### config.mk
export PLATFORM = sky130hd
export DESIGN_NAME = home_access_ctrl
export DESIGN_NICKNAME = d
export VERILOG_FILES = /design/src/rtl/home_access_ctrl.sv
export SDC_FILE = /design/constraint.sdc
export NUM_CORES = 1
export LEC_CHECK = 0
export BUFFER_PORTS_ARGS = -buffer_cell sky130_fd_sc_hd__buf_2
export CAP_MARGIN = 20
export CELL_PAD_IN_SITES_DETAIL_PLACEMENT = 0
export CELL_PAD_IN_SITES_GLOBAL_PLACEMENT = 1
export CORE_UTILIZATION = 40
export DETAILED_ROUTE_END_ITERATION = 8
export PLACE_DENSITY_LB_ADDON = 0.1
export SLEW_MARGIN = 10
export SYNTH_ARGS = -nofsm -noshare
export SYNTH_HDL_FRONTEND = slang
export SYNTH_SLANG_ARGS = --single-unit
### constraint.sdc
create_clock -name clk -period 2 [get_ports clk]
set_input_delay 0.3 -clock clk [delete_from_list [all_inputs] [get_ports clk]]
set_output_delay 0.3 -clock clk [all_outputs]
set_load 0.02 [all_outputs]
### src/rtl/home_access_ctrl.sv
// Strobed code-entry access controller: retry counting, timed lockout with alarm,
// logout, and idle auto-relock when HOME_ACCESS_AUTO_RELOCK_EN is defined.
module home_access_ctrl #(
    parameter logic [3:0] PASSWORD       = 4'b0010,
    parameter int         MAX_TRIES      = 3,
    parameter int         LOCKOUT_CYCLES = 16,
    parameter int         IDLE_TIMEOUT   = 32
) (
    input  logic       clk,
    input  logic       rst,
    input  logic [3:0] pa,
    input  logic       pa_valid,
    input  logic       logout,
    input  logic       activity,
    output logic       unlocked,
    output logic       grant,
    output logic       lockout,
    output logic       alarm,
    output logic [1:0] fail_cnt
);

    typedef enum logic [1:0] {
        ST_LOCKED   = 2'd0,
        ST_UNLOCKED = 2'd1,
        ST_LOCKOUT  = 2'd2
    } state_t;

    localparam logic [1:0] FAIL_LAST = 2'(MAX_TRIES - 1);
    localparam logic [7:0] LOCK_LOAD = 8'(LOCKOUT_CYCLES - 1);

    state_t     state_q, state_d;
    logic [1:0] fail_q, fail_d;
    logic [7:0] lock_tmr_q, lock_tmr_d;
    logic       grant_d;
    logic       unlocked_q, grant_q, lockout_q, alarm_q;

`ifdef HOME_ACCESS_AUTO_RELOCK_EN
    localparam logic [7:0] IDLE_LAST = 8'(IDLE_TIMEOUT - 1);
    logic [7:0] idle_tmr_q, idle_tmr_d;
`else
    logic unused_activity_s;
    assign unused_activity_s = activity;
`endif

    // Next-state logic; timers only ever count toward their limit and never wrap.
    always_comb begin
        state_d    = state_q;
        fail_d     = fail_q;
        lock_tmr_d = lock_tmr_q;
        grant_d    = 1'b0;
`ifdef HOME_ACCESS_AUTO_RELOCK_EN
        idle_tmr_d = idle_tmr_q;
`endif
        case (state_q)
            ST_LOCKED: begin
                if (pa_valid) begin
                    if (pa == PASSWORD) begin
                        state_d = ST_UNLOCKED;
                        grant_d = 1'b1;
                        fail_d  = 2'd0;
`ifdef HOME_ACCESS_AUTO_RELOCK_EN
                        idle_tmr_d = 8'd0;
`endif
                    end else if (fail_q >= FAIL_LAST) begin
                        state_d    = ST_LOCKOUT;
                        lock_tmr_d = LOCK_LOAD;
                        fail_d     = 2'd0;
                    end else begin
                        fail_d = fail_q + 2'd1;
                    end
                end else begin
                    state_d = ST_LOCKED;
                end
            end
            ST_LOCKOUT: begin
                if (lock_tmr_q == 8'd0) begin
                    state_d = ST_LOCKED;
                end else begin
                    lock_tmr_d = lock_tmr_q - 8'd1;
                end
            end
            ST_UNLOCKED: begin
                if (logout) begin
                    state_d = ST_LOCKED;
                end else begin
`ifdef HOME_ACCESS_AUTO_RELOCK_EN
                    if (activity) begin
                        idle_tmr_d = 8'd0;
                    end else if (idle_tmr_q >= IDLE_LAST) begin
                        state_d = ST_LOCKED;
                    end else begin
                        idle_tmr_d = idle_tmr_q + 8'd1;
                    end
`else
                    state_d = ST_UNLOCKED;
`endif
                end
            end
            default: begin
                state_d = ST_LOCKED;
                fail_d  = 2'd0;
            end
        endcase
    end

    // State, timers and registered outputs; outputs reflect the state being entered.
    always_ff @(posedge clk) begin
        if (rst) begin
            state_q    <= ST_LOCKED;
            fail_q     <= 2'd0;
            lock_tmr_q <= 8'd0;
            unlocked_q <= 1'b0;
            grant_q    <= 1'b0;
            lockout_q  <= 1'b0;
            alarm_q    <= 1'b0;
`ifdef HOME_ACCESS_AUTO_RELOCK_EN
            idle_tmr_q <= 8'd0;
`endif
        end else begin
            state_q    <= state_d;
            fail_q     <= fail_d;
            lock_tmr_q <= lock_tmr_d;
            unlocked_q <= (state_d == ST_UNLOCKED);
            grant_q    <= grant_d;
            lockout_q  <= (state_d == ST_LOCKOUT);
            alarm_q    <= (state_d == ST_LOCKOUT);
`ifdef HOME_ACCESS_AUTO_RELOCK_EN
            idle_tmr_q <= idle_tmr_d;
`endif
        end
    end

    assign unlocked = unlocked_q;
    assign grant    = grant_q;
    assign lockout  = lockout_q;
    assign alarm    = alarm_q;
    assign fail_cnt = fail_q;

endmodule
==> results of run 1 <==
## worst max-delay path: cells and delay by family (launching register included)
family | cells | cell delay (ps)
adders and majority gates | 1 | 320
AOI/OAI and AO/OA | 2 | 480
buffers and inverters | 2 | 190
and+or+nand+nor | 1 | 260
DFF | 1 | 350
## cell type report
class | instances | area, um2
Fill cell | 212 | 1020
Multi-Input combinational cell | 67 | 515
Sequential cell | 15 | 300
Timing Repair Buffer | 14 | 72.6
Tap cell | 27 | 33.8
Inverter | 8 | 30.0
Clock buffer | 4 | 26.3
## logic make-up (layout without fill, tap and decap cells)
| family | count (synthesis) | count (layout) | share of synthesized area, % |
|---|---|---|---|
| simple gates | 35 | 35 | 25.0 |
| compound gates | 25 | 25 | 25.0 |
| flops | 15 | 15 | 34.8 |
| buf+inv | 11 | 26 | 5.37 |
| fa+ha+maj | 6 | 6 | 8.71 |
| mux | 1 | 1 | 1.16 |
## path summary, 6_finish.rpt
| kind | slack (ps) | end | cells past startpoint | start |
|---|---|---|---|---|
| max | 290 | unlocked | 6 | state_q[0] |
| min | 380 | fail_cnt[0] | 2 | rst |
| max reg2reg | 290 | unlocked | 6 | state_q[0] |
| min reg2reg | 500 | lock_tmr_q[3] | 1 | lock_tmr_q[3] |
## state kept, by name, indices dropped and copies added, names as in the netlist
name        flops
unlocked        1
grant           1
lock_tmr_q      8
alarm           1
state_q         2
fail_cnt        2
## routing by layer
layer | routed length, um | global-route usage (%) | vias up
li1 | - | - | 386
met1 | 839 | 19.2 | 356
met2 | 852 | 29.6 | 15
met3 | 51 | 2.83 | 4
met4 | 27 | 8.82 | 0
met5 | 0 | 0 | -
## where the power goes
| group | total [W] | internal, W | switching (W) |
|---|---|---|---|
| Combinational | 0.0000792 | 0.0000338 | 0.0000454 |
| Clock | 0.000179 | 0.0000775 | 0.000101 |
| Sequential | 0.000313 | 0.000306 | 0.00000738 |
## cells in the final DEF, fill, tap and decap left out, drive strengths merged, types with 2 or more instances in the layout
| cell | instances |
|---|---|
| clkbuf | 4 |
| nand2 | 2 |
| dfxtp | 15 |
| nand2b | 3 |
| a311oi | 2 |
| nor4 | 3 |
| nor2 | 5 |
| o21ai | 3 |
| nor2b | 2 |
| inv | 8 |
| nor3 | 4 |
| a32o | 2 |
| a21oi | 2 |
| a31o | 2 |
| buf | 14 |
| ha | 6 |
| nor4b | 4 |
| nand3 | 4 |
| a31oi | 3 |
## stage by stage
stage | hold slack [ps] | instances | utilization, %
floorplan | 379 | 93 | -
global placement | 494 | 131 | 47.6
detailed placement | 498 | 131 | 47.6
CTS | 369 | 135 | 48.9
global route | 382 | 135 | 48.9
finish | 381 | 135 | 48.9
==> flow_metrics.tcl, run 1 <==
set metrics [dict create \
    outcome "complete, no violations" \
    fin_total_pwr_w 0.000571 \
    via_per_inst 5.64 \
    critPathArrivalTime_ps 1900 \
    finalCritPeriodShare_pct 85.7 \
    ir_worst_vdd_uv 285 \
    netlist.area_leader.share_pct 34.8 \
    cts_resized 0 \
    rsz0062_at_grt "no" \
    timing_worst_slew_pin_value_ps 373 \
    initial_antenna_violation_count 0 \
    drt_iter0_drc 10 \
    global_route.usage.total_pct 16.7 \
    cts.reportedPaths.clkPinSlew_ps 90 \
    remaining_drc_errors 0 \
    std_cell_rows 16 \
    ios 15 \
    fin_worst_skew_ps 4.93 \
    tritoncts_clock_tree "yes" \
    final_net_count 124 \
    synth.ff_latch_count 15 \
    routabilityCongestion 0.866 \
    starting_density_of_the_core_pct 43.1 \
    grt_overflow_total 0 \
    p_leak_nw 0.388 \
    yosys_most_used_dff "dfxtp_1" \
    maximum_number_of_pins_on_one_net_before_global_route_repair 17 \
    slew_headroom_pct 74.8 \
    crit_type "reg2reg" \
    synth.cells.most_frequent "15 x dfxtp_1, 8 x inv_1, 6 x ha_1, 5 x nor2_1" \
    cts.sink_count 15 \
    num_antenna_cells 0 \
    fp.dieW_um 48.4 \
    max_stage_delay_ps 350 \
    vias_in_the_first_global_route 746 \
    post_dp_cell_area_um2 952 \
    clk_root_buffer_cell "clkbuf_4" \
    final_area_um2 978 \
    synth_fp_nets 108 \
    syn_area_um2 862 \
    timing.final.crit_period_ps 1710 \
    post-synth-top-count-cell "dfxtp_1" \
    synth_area_per_cell_um2 9.27 \
    post-synth-top-area-cell "dfxtp_1" \
    clkLatencyLatePin_ps 290 \
    placeableCoreArea_um2 2000 \
    synth_seq_area_share_pct 34.8 \
    detailedRoute.firstPassIterationCount 4 \
    worst_setup_path_start_kind "flop" \
    final_routed_wirelength_um 1770 \
    ratio_of_cells_with_drive_above_1_in_the_final_layout_pct 24.1 \
    synth-edff-count 0 \
    finalMaxSlewViolations 0 \
    synth_area_leaders "dfxtp_1 35%, ha_1 8.7%, nor4b_1 4.1%" \
    chipHeight_um 48.4 \
    power.density_cell_area_nw_per_um2 583 \
    slowest_stage "dfxtp_1" \
    place_ws_ps 228 \
    wl_per_cell_um 13.1 \
    place_hpwl_um 1360 \
    detail-route-antenna-nets 0 \
    netlist_instances 93 \
    timing.setup.tns_ps 0 \
    cts.htree.levels 1 \
    clk_path_buf_depth 2 \
    area_growth_pct 13.5 \
    report.final.hold_viol_count 0 \
    worst_hold_path_type "in2reg" \
    cts_inserted_buffers 3 \
    cts_hold_buffers 0 \
    critPathRequiredTime_ps 2180 \
    dr_total_vias 761 \
    floorplan.die_area_um2 2340 \
    ys_types 42 \
    timing.fmax_mhz 583 \
    setup_slack_ps 285 \
    critical_path.cell_chain "inv_1, ha_1, inv_1, a31o_2, a31o_2, nor4b_1" \
    maxCapViolCount 0 \
    critical_path.endpoint_type "flop" \
    worst-path-max-fanout 8 \
    synthArstFlopShare_pct 0 \
    postCtsSetupRepairBufs 0 \
    io_buffers 13 \
    first_pass_grt_wire_length_um 3040 \
    report.final.setup_viol 0 \
    synth.yosys.warnings 0 \
]
Power figures use the tool's default switching activity.
==> run 2: changes to the inputs <==
- PLACE_DENSITY_LB_ADDON: 0.1 -> 0.12
==> run 2 against run 1 <==
Effect of this change: sequential power barely moved; fmax is 3.3% higher; clock skew about the same; register-to-register slack gained 50 ps; die area stayed put; utilization grew 0.37 points; total power decreased by 1.9%; combinational power up 0.9%; critical endpoint is now lock_tmr_q[6].
==> flow_metrics.tcl, run 2 (synthesized netlist as in run 1, its figures left out) <==
set metrics [dict create \
    via_per_inst 5.75 \
    timing.fmax_mhz 602 \
    fp.dieW_um 48.4 \
    ios 15 \
    worst-path-max-fanout 7 \
    layout.filler_cells 208 \
    timing_worst_slew_pin_value_ps 374 \
    r2r_end "lock_tmr_q[6]" \
    timing.setup.tns_ps 0 \
    worst_hold_path_type "in2reg" \
    setup_slack_ps 340 \
    final_area_um2 986 \
    detailedRoute.firstPassIterationCount 4 \
    floorplan.die_area_um2 2340 \
    ir_worst_vdd_uv 270 \
    maximum_number_of_pins_on_one_net_before_global_route_repair 17 \
    grt.met1_usage_pct 20.2 \
    place_ws_ps 252 \
    postCtsSetupRepairBufs 0 \
    critical_path.endpoint_type "flop" \
    report.final.setup_viol 0 \
    clkLatencyLatePin_ps 270 \
    multi_input_comb_area_um2 515 \
    crit_type "reg2reg" \
    cts_hold_buffers 0 \
    area_growth_pct 14.4 \
    reg2reg_from "state_q[1]" \
    p_switching_w 0.000143 \
    chipHeight_um 48.4 \
    setup.reg_to_reg.worst_slack_ps 340 \
    initial_antenna_violation_count 0 \
    register_name_with_the_most_flops "lock_tmr_q" \
    mostFrequentLayoutCell "dfxtp_1" \
    num_antenna_cells 0 \
    min_delay_endpoint "fail_cnt[1]" \
    final_routed_wirelength_um 1790 \
    critPathRequiredTime_ps 2200 \
    maxCapViolCount 0 \
    flop_pwr_share_pct 55.9 \
    rsz0062_at_grt "no" \
    tritoncts_clock_tree "yes" \
    ratio_of_cells_with_drive_above_1_in_the_final_layout_pct 24.8 \
    use_met2_pct 25.8 \
    cts_resized 0 \
    max_stage_delay_ps 400 \
    cts.sink_count 15 \
    report.final.hold_viol_count 0 \
    power.density_cell_area_nw_per_um2 568 \
    slew_headroom_pct 74.7 \
    placeableCoreArea_um2 2000 \
    globalRoute.busiestLayer "met2" \
    seqCellArea_um2 300 \
    remaining_drc_errors 0 \
    cts.htree.levels 1 \
    grt_overflow_total 0 \
    final_cell_mix "15 x dfxtp_1, 13 x buf_2, 8 x inv_1" \
    vias_in_the_first_global_route 703 \
    placedCellCount 132 \
    hold_path_depth 2 \
    cts.reportedPaths.clkPinSlew_ps 90 \
    fin_worst_skew_ps 4.44 \
    routabilityCongestion 0.779 \
    detail-route-antenna-nets 0 \
    comb_power_share_pct 14.3 \
    finalMaxSlewViolations 0 \
    largest_reg_flops 8 \
    place_hpwl_um 1380 \
    slowest_stage "dfxtp_1" \
    global_route.usage.met3_pct 3.14 \
    critPathArrivalTime_ps 1860 \
    starting_density_of_the_core_pct 43.1 \
    std_cell_rows 16 \
    critical_path.cell_chain "inv_1, ha_1, and2_1, a32o_2, a21boi_1, o32ai_2" \
    min-delay-start "rst" \
    instances_no_fill 136 \
    cts_inserted_buffers 3 \
    clk_root_buffer_cell "clkbuf_4" \
    power_frac_clock_pct 29.8 \
    power_report.internal_total_w 0.000417 \
    switch_share_pct 25.5 \
    worst_setup_path_start_kind "flop" \
    final_net_count 125 \
    p_leak_nw 0.393 \
    outcome "complete, no violations" \
    io_buffers 13 \
    global_route.usage.total_pct 15.9 \
    first_pass_grt_wire_length_um 2970 \
    wl_per_cell_um 13.2 \
    finalCritPeriodShare_pct 83.0 \
    worstRegToRegCells 6 \
    post_dp_cell_area_um2 960 \
    timing.final.crit_period_ps 1660 \
    clk_path_buf_depth 2 \
    dr_total_vias 782 \
    drt_iter0_drc 9 \
]
## run 2: changes by cell type in the layout (fill, tap and decap cells not counted)
cell   before  now
buf_4       1    2
## run 2: power groups by stage
stage | sequential [W] | combinational (W) | clock, W
final | 0.000313 | 0.0000799 | 0.000167
after global routing | 0.000314 | 0.0000891 | 0.000192
after CTS | 0.000313 | 0.0000805 | 0.000175
after detailed placement | 0.000320 | 0.0000800 | 0
after global placement | 0.000320 | 0.0000792 | 0
after floorplan | 0.000323 | 0.0000516 | 0
## run 2: layout make-up
type | count | area share [%]
clock buffers | 4 | 2.66
inverters | 8 | 3.05
multi-input cells | 67 | 52.3
flip-flops and latches | 15 | 30.5
well taps | 27 | 3.43
repair buffers | 15 | 8.12
## run 2: metrics by stage
| stage | power [W] | hold slack, ps | util, % |
|---|---|---|---|
| global placement | 0.000399 | 501 | 47.9 |
| global route | 0.000595 | 381 | 49.3 |
| CTS | 0.000569 | 370 | 49.3 |
| detailed placement | 0.000400 | 497 | 47.9 |
| finish | 0.000560 | 380 | 49.3 |
| floorplan | 0.000375 | 379 | - |
## run 2: worst max-delay path by stage
stage / startpoint / to
final: state_q[1] / lock_tmr_q[6]
after floorplan: state_q[0] / lock_tmr_q[6]
after detailed placement: pa[3] / lock_tmr_q[6]
after global placement: pa[3] / lock_tmr_q[6]
after global routing: state_q[1] / alarm
after CTS: state_q[1] / lock_tmr_q[6]
## run 2: layer usage
| metal | up-vias | share of wire (%) |
|---|---|---|
| li1 | 384 | - |
| met4 | 0 | 0.78 |
| met5 | - | 0 |
| met2 | 16 | 48 |
| met1 | 380 | 47 |
| met3 | 2 | 3.4 |
## run 2: critical path, delay by kind of cell, from the launching register on
family,cells,cell delay (ps)
AOI/OAI and AO/OA,3,680
buffers and inverters,1,100
DFF,1,400
and+or+nand+nor,1,200
adders and majority gates,1,200
